## src/rtl/transpose_rw_sequencer.sv

```systemverilog
// Address/enable sequencer for the two-bank ping-pong RAM of the matrix transpose.
// Writes land row-major at 0-cycle latency; reads issue column-major one per cycle.
// Read output lags the issue by one cycle (RAM latency).
module transpose_rw_sequencer #(
  parameter int ROWS   = 8,
  parameter int COLS   = 8,
  parameter int DATA_W = 16,
  parameter int ADDR_W = $clog2(ROWS*COLS)
) (
  input  logic              clk,
  input  logic              rst_n,
  input  logic              wr_command,
  input  logic              wr_ram_number,
  input  logic              rd_command,
  input  logic              rd_ram_number,
  input  logic              data_in_valid,
  input  logic [DATA_W-1:0] data_in,
  output logic              wr_finish_0,
  output logic              wr_finish_1,
  output logic              rd_finish_0,
  output logic              rd_finish_1,
  output logic [1:0]        ram_we,
  output logic [ADDR_W-1:0] ram_waddr,
  output logic [DATA_W-1:0] ram_wdata,
  output logic [1:0]        ram_re,
  output logic [ADDR_W-1:0] ram_raddr,
  input  logic [DATA_W-1:0] ram0_q,
  input  logic [DATA_W-1:0] ram1_q,
  output logic              data_out_valid,
  output logic [DATA_W-1:0] data_out,
  output logic              data_out_last
);

  localparam int N  = ROWS * COLS;
  localparam int RW = (ROWS > 1) ? $clog2(ROWS) : 1;
  localparam int CW = (COLS > 1) ? $clog2(COLS) : 1;

  localparam logic [ADDR_W-1:0] LAST_ADDR = ADDR_W'(N - 1);
  localparam logic [ADDR_W-1:0] COL_STEP  = ADDR_W'(COLS);
  localparam logic [ADDR_W-1:0] ADDR_ONE  = ADDR_W'(1);
  localparam logic [RW-1:0]     ROW_LAST  = RW'(ROWS - 1);
  localparam logic [RW-1:0]     ROW_ONE   = RW'(1);
  localparam logic [CW-1:0]     COL_ONE   = CW'(1);

  typedef enum logic {
    RD_IDLE = 1'b0,
    RD_RUN  = 1'b1
  } rd_state_e;

  // ---------------------------------------------------------------------------
  // Write engine
  // ---------------------------------------------------------------------------
  logic              wr_armed_q, wr_armed_d;
  logic [ADDR_W-1:0] wcnt_q, wcnt_d;
  logic              wr_acc;
  logic              wr_last;

  assign wr_acc  = wr_armed_q && data_in_valid;
  assign wr_last = wr_acc && (wcnt_q == LAST_ADDR);

  // Write strobes follow the live bank select; the address is the beat count.
  always_comb begin
    ram_we = 2'b00;
    if (wr_acc) begin
      ram_we[wr_ram_number] = 1'b1;
    end
  end

  assign ram_waddr   = wcnt_q;
  assign ram_wdata   = data_in;
  assign wr_finish_0 = wr_last && !wr_ram_number;
  assign wr_finish_1 = wr_last &&  wr_ram_number;

  // Command re-arms from address 0 and wins over the beat bookkeeping, which
  // also covers the back-to-back case (command on the finish beat).
  always_comb begin
    wr_armed_d = wr_armed_q;
    wcnt_d     = wcnt_q;
    if (wr_command) begin
      wr_armed_d = 1'b1;
      wcnt_d     = '0;
    end else if (wr_last) begin
      wr_armed_d = 1'b0;
      wcnt_d     = '0;
    end else if (wr_acc) begin
      wcnt_d     = wcnt_q + ADDR_ONE;
    end
  end

  // Write engine state register.
  always_ff @(posedge clk or negedge rst_n) begin
    if (!rst_n) begin
      wr_armed_q <= 1'b0;
      wcnt_q     <= '0;
    end else begin
      wr_armed_q <= wr_armed_d;
      wcnt_q     <= wcnt_d;
    end
  end

  // ---------------------------------------------------------------------------
  // Read engine
  // ---------------------------------------------------------------------------
  rd_state_e         rd_state_q, rd_state_d;
  logic [RW-1:0]     rr_q, rr_d;
  logic [CW-1:0]     rc_q, rc_d;
  logic [ADDR_W-1:0] raddr_q, raddr_d;
  logic              rd_pending_q, rd_pending_d;
  logic              rd_issue;
  logic              rd_last;

  assign rd_issue = (rd_state_q == RD_RUN);
  assign rd_last  = rd_issue && (raddr_q == LAST_ADDR);

  // One read per cycle in RD_RUN, to the live read bank.
  always_comb begin
    ram_re = 2'b00;
    if (rd_issue) begin
      ram_re[rd_ram_number] = 1'b1;
    end
  end

  assign ram_raddr   = raddr_q;
  assign rd_finish_0 = rd_last && !rd_ram_number;
  assign rd_finish_1 = rd_last &&  rd_ram_number;

  // Column-major walk: rows advance by adding COLS, the next column starts at
  // the column index itself. A command landing on the finish cycle is treated
  // like an already-pending one so the next frame still follows without a bubble.
  always_comb begin
    rd_state_d   = rd_state_q;
    rr_d         = rr_q;
    rc_d         = rc_q;
    raddr_d      = raddr_q;
    rd_pending_d = rd_pending_q;
    case (rd_state_q)
      RD_IDLE: begin
        if (rd_command) begin
          rd_state_d = RD_RUN;
          rr_d       = '0;
          rc_d       = '0;
          raddr_d    = '0;
        end
      end
      RD_RUN: begin
        if (rd_last) begin
          rr_d         = '0;
          rc_d         = '0;
          raddr_d      = '0;
          rd_pending_d = 1'b0;
          if (!(rd_pending_q || rd_command)) begin
            rd_state_d = RD_IDLE;
          end
        end else begin
          if (rd_command) begin
            rd_pending_d = 1'b1;
          end
          if (rr_q == ROW_LAST) begin
            rr_d    = '0;
            rc_d    = rc_q + COL_ONE;
            raddr_d = ADDR_W'(rc_q) + ADDR_ONE;
          end else begin
            rr_d    = rr_q + ROW_ONE;
            raddr_d = raddr_q + COL_STEP;
          end
        end
      end
      default: begin
        rd_state_d = RD_IDLE;
      end
    endcase
  end

  // Read engine state register.
  always_ff @(posedge clk or negedge rst_n) begin
    if (!rst_n) begin
      rd_state_q   <= RD_IDLE;
      rr_q         <= '0;
      rc_q         <= '0;
      raddr_q      <= '0;
      rd_pending_q <= 1'b0;
    end else begin
      rd_state_q   <= rd_state_d;
      rr_q         <= rr_d;
      rc_q         <= rc_d;
      raddr_q      <= raddr_d;
      rd_pending_q <= rd_pending_d;
    end
  end

  // ---------------------------------------------------------------------------
  // Output stage: aligned with the RAM's one-cycle read latency
  // ---------------------------------------------------------------------------
  logic dout_vld_q;
  logic dout_last_q;
  logic rd_bank_q;

  // Delay issue/finish by one cycle and remember which bank each read targeted.
  always_ff @(posedge clk or negedge rst_n) begin
    if (!rst_n) begin
      dout_vld_q  <= 1'b0;
      dout_last_q <= 1'b0;
      rd_bank_q   <= 1'b0;
    end else begin
      dout_vld_q  <= rd_issue;
      dout_last_q <= rd_last;
      if (rd_issue) begin
        rd_bank_q <= rd_ram_number;
      end
    end
  end

  assign data_out_valid = dout_vld_q;
  assign data_out_last  = dout_last_q;
  // Held at zero between frames so idle RAM output never leaks out.
  assign data_out       = dout_vld_q ? (rd_bank_q ? ram1_q : ram0_q) : '0;

endmodule

```

## config.mk

```make
export PLATFORM = sky130hd
export DESIGN_NAME = transpose_rw_sequencer
export DESIGN_NICKNAME = d
export VERILOG_FILES = /design/src/rtl/transpose_rw_sequencer.sv
export SDC_FILE = /design/constraint.sdc
export NUM_CORES = 1
export LEC_CHECK = 0
export CAP_MARGIN = 20
export CORE_MARGIN = 1.5
export CORE_UTILIZATION = 35
export CTS_CLUSTER_DIAMETER = 80
export CTS_CLUSTER_SIZE = 8
export DETAILED_ROUTE_END_ITERATION = 8
export PLACE_DENSITY = 0.83
export SLEW_MARGIN = 10
export SYNTH_ARGS = -nofsm -noshare
export SYNTH_HDL_FRONTEND = slang
export SYNTH_SLANG_ARGS = --single-unit
```

## constraint.sdc

```tcl
create_clock -name clk -period 2.1 [get_ports clk]
set_clock_uncertainty 0.05 [all_clocks]
set_input_delay 0.42 -clock clk [delete_from_list [all_inputs] [get_ports clk]]
set_output_delay 0.42 -clock clk [all_outputs]
set_load 0.03 [all_outputs]
```

==> metrics <==
status finished, violations left; failing checks DRC; post-synthesis xor/xnor area fraction 2.65%; standby leakage power 1.06 nW; Ys Warns 0; global-route wire length before repair 6620 µm; shortest period the worst path allows 2020 ps; chip width 71.8 µm; TritonCTS clock tree done; top cell type's share of synthesized area 36.3%; part of the Yosys area used for sequential elements 36.3%; ratio of cells with drive above 1 in the final layout 20.7%; Synth Flop Type dfrtp_1; fmax 496 MHz; largest incremental delay on the critical path 450 ps; WL/cell 13.7 µm; critical path type reg2out; Req. time, crit path 1630 ps; critical path buffer and inverter count 1; number of rows in the core area 24; Max-cap violations 0; number of buffers created by CTS 3; proportion of synthesized area in mux cells 11.5%; synthesized-area fraction occupied by ao, oa, aoi and oai cells 12.4%; number of search-and-repair iterations in the first detailed-routing pass 6; # fillers 403; post-synth net total 237; area used by multi-input combinational logic 881 µm²; via count 1515; H-tree levels 1; drt total wl 4020 µm; Slew Limit Headroom 59.4%; worst hold path type in2async; post-route core utilization 54.5%; setup repair after global routing missed its margin no; synthesized area per cell 9.41 µm²; area taken by flip-flops and latches 601 µm²; number of enable-type register cells in the synthesized netlist 0; cell types with the largest area share after synthesis dfrtp_1 36%, mux2i_1 11%, buf_4 7.3%, nor2b_1 6.4%, ha_1 4.5%; Critical Path Fanout Max 11; antenna violation net count after detailed routing 0; Synth Area in Simple Gates 20.9%; clock root buffer master clkbuf_8; area grow syn2layout 46.4%; core region area 0.00444 mm²; remaining global-route overflow 0; distinct cell type count of the synthesized netlist 37; most used standard cell by instance count after synthesis dfrtp_1; element type at the critical path start register; DRC violation count after routing 13; die footprint 0.00515 mm²; Buffers on Ports 76; number of placed I/O pins 109; Critical Path Sink Type output port; Setup Viol. Count Final 0; area of the mapped netlist 0.00166 mm²; max-slew violations 0; TNS Setup 0 ps; deepest clock path buffer count 2; count of state elements after synthesis 24; largest delay contributor family on the critical path simple AND/OR/NAND/NOR gates; number of global-route vias before repair 1482; most area-hungry cell type in the Yosys netlist dfrtp_1; Vert. Die Dim 71.8 µm; peak ir drop on the vdd network 0.271 mV; First DRT Iteration DRCs 67; clock network latency to the later pin of the worst-skew pair 270 ps; post-CTS clock slew at the launch and capture registers of the worst setup and hold paths 80 ps; effective utilization at floorplan 37.2%; endpoints failing hold 0; number of nets in the layout 304; async set or reset register ratio after synthesis 100%; TritonCTS sink count 24; number of hold buffers added after cts 0; gate count of the mapped netlist 176; main combinational cell family by area after synthesis simple AND/OR/NAND/NOR gates; crit share post-route 96.0%; half-perimeter wire length after detailed placement 3150 µm; Least-Margin Pin Slew 604 ps; cell with the largest stage delay on the worst path or3_4; detail-routed via count per cell 5.15; arrival time reported for the critical path endpoint 1550 ps; largest net degree at the start of global routing 25; routability congestion estimate from global placement 0.820; Pwr per Cell Area 471 mW/mm²; adder and majority cell fraction of the synthesized area 4.54%; combined global-route utilization of all metal layers 15.7%; initial antenna violation count 0; number of antenna diodes 0; cells along the critical path nand2_2 -> or3_4 -> nor3_2 -> buf_4; commonest cells in the synthesized netlist 24 x dfrtp_1, 19 x mux2i_1, 17 x nor2b_1
==> power by group <==
group | leakage, nW | switching [mW] | internal (mW)
sequential | 0.270 | 0.00492 | 0.466
clock | 0.0357 | 0.150 | 0.255
combinational | 0.758 | 0.131 | 0.136
total | 1.06 | 0.285 | 0.857
==> stage by stage <==
stage | worst slack [ps] | std cells | power (mW) | area, µm² | hold slack, ps
floorplan | 24.1 | 176 | 0.656 | 1670 | 74.4
global placement | 88.8 | 290 | 0.744 | 2340 | 430
detailed placement | 5.18 | 290 | 0.748 | 2340 | 442
CTS | 3.55 | 294 | 1.15 | 2410 | 453
global route | 5.62 | 294 | 1.19 | 2420 | 480
finish | 83.3 | 294 | 1.14 | 2420 | 445
==> worst register-to-register path: stages, from the launching register on <==
cell     delay (ps)
dfrtp_1         380
ha_1            180
ha_1            390
nand2_1         120
xnor2_1         150
a31o_2          250
==> cell families (layout without fill, tap and decap cells) <==
family | Yosys count | in the layout
AO/OA/AOI/OAI | 28 | 28
XOR/XNOR | 5 | 5
adder cells (fa/ha/maj) | 6 | 6
buffers and inverters | 31 | 97
flip-flops | 24 | 24
multiplexers | 19 | 19
AND/OR/NAND/NOR | 63 | 63
==> timing repair <==
item | in CTS | in global routing
endpoints found under the hold margin | 0 | 0
endpoints found under the setup margin | 0 | 1
resized for setup | 0 | 2
setup buffers | 0 | 0
==> path summary, 6_finish.rpt <==
| path | endpoint | from | slack (ps) | cells after the start |
|---|---|---|---|---|
| min | wr_armed_q | rst_n | 450 | 2 |
| min reg2reg | rr_q[0] | rr_q[0] | 450 | 1 |
| max in group asynchronous | ram_raddr[1] | rst_n | 1320 | 2 |
| max reg2reg | rc_q[2] | rr_q[0] | 480 | 5 |
| max | rd_finish_0 | ram_raddr[4] | 80 | 4 |
| min in group clk | rr_q[0] | rr_q[0] | 450 | 1 |
==> area by class of cell <==
type                            count  area share (%)
Multi-Input combinational cell    121            36.3
Inverter                            6           0.929
Tap cell                           52            2.68
Clock buffer                        3            1.70
Clock inverter                      1            1.24
Sequential cell                    24            24.8
Timing Repair Buffer               87            32.3
==> cells in the final DEF, fill, tap and decap left out, types with 2 or more instances in the layout <==
master	netlist	final
ha_1	6	6
nor2b_1	17	17
nand2_2	2	2
nand2_1	9	9
clkdlybuf4s50_1	0	52
dfrtp_1	24	24
nor2_1	9	9
or3_1	3	3
nor3_1	4	2
a21oi_1	6	6
a31o_2	3	3
buf_4	16	35
inv_1	5	5
nor3_2	0	2
mux2i_1	19	19
a32o_1	5	5
o41ai_1	4	4
and3_1	4	4
xnor2_1	4	4
o21ai_0	5	5
nand3_1	6	5
clkbuf_8	0	3
nand3b_1	2	2
==> sequential cells by signal (all words and copies together) (netlist names), 3 cells and up <==
register   cells
rr_q           3
ram_raddr      6
ram_waddr      6
rc_q           3
==> layer usage <==
metal	routed length [µm]	part of all wire (%)	GRT usage, %	vias to the layer above
li1	-	-	-	730
met1	1540	38	17.7	703
met2	1940	48	28.2	78
met3	509	13	5.63	4
met4	41	1.0	3.77	0
met5	0	0	0	-
(Power assumes the default switching activity.)
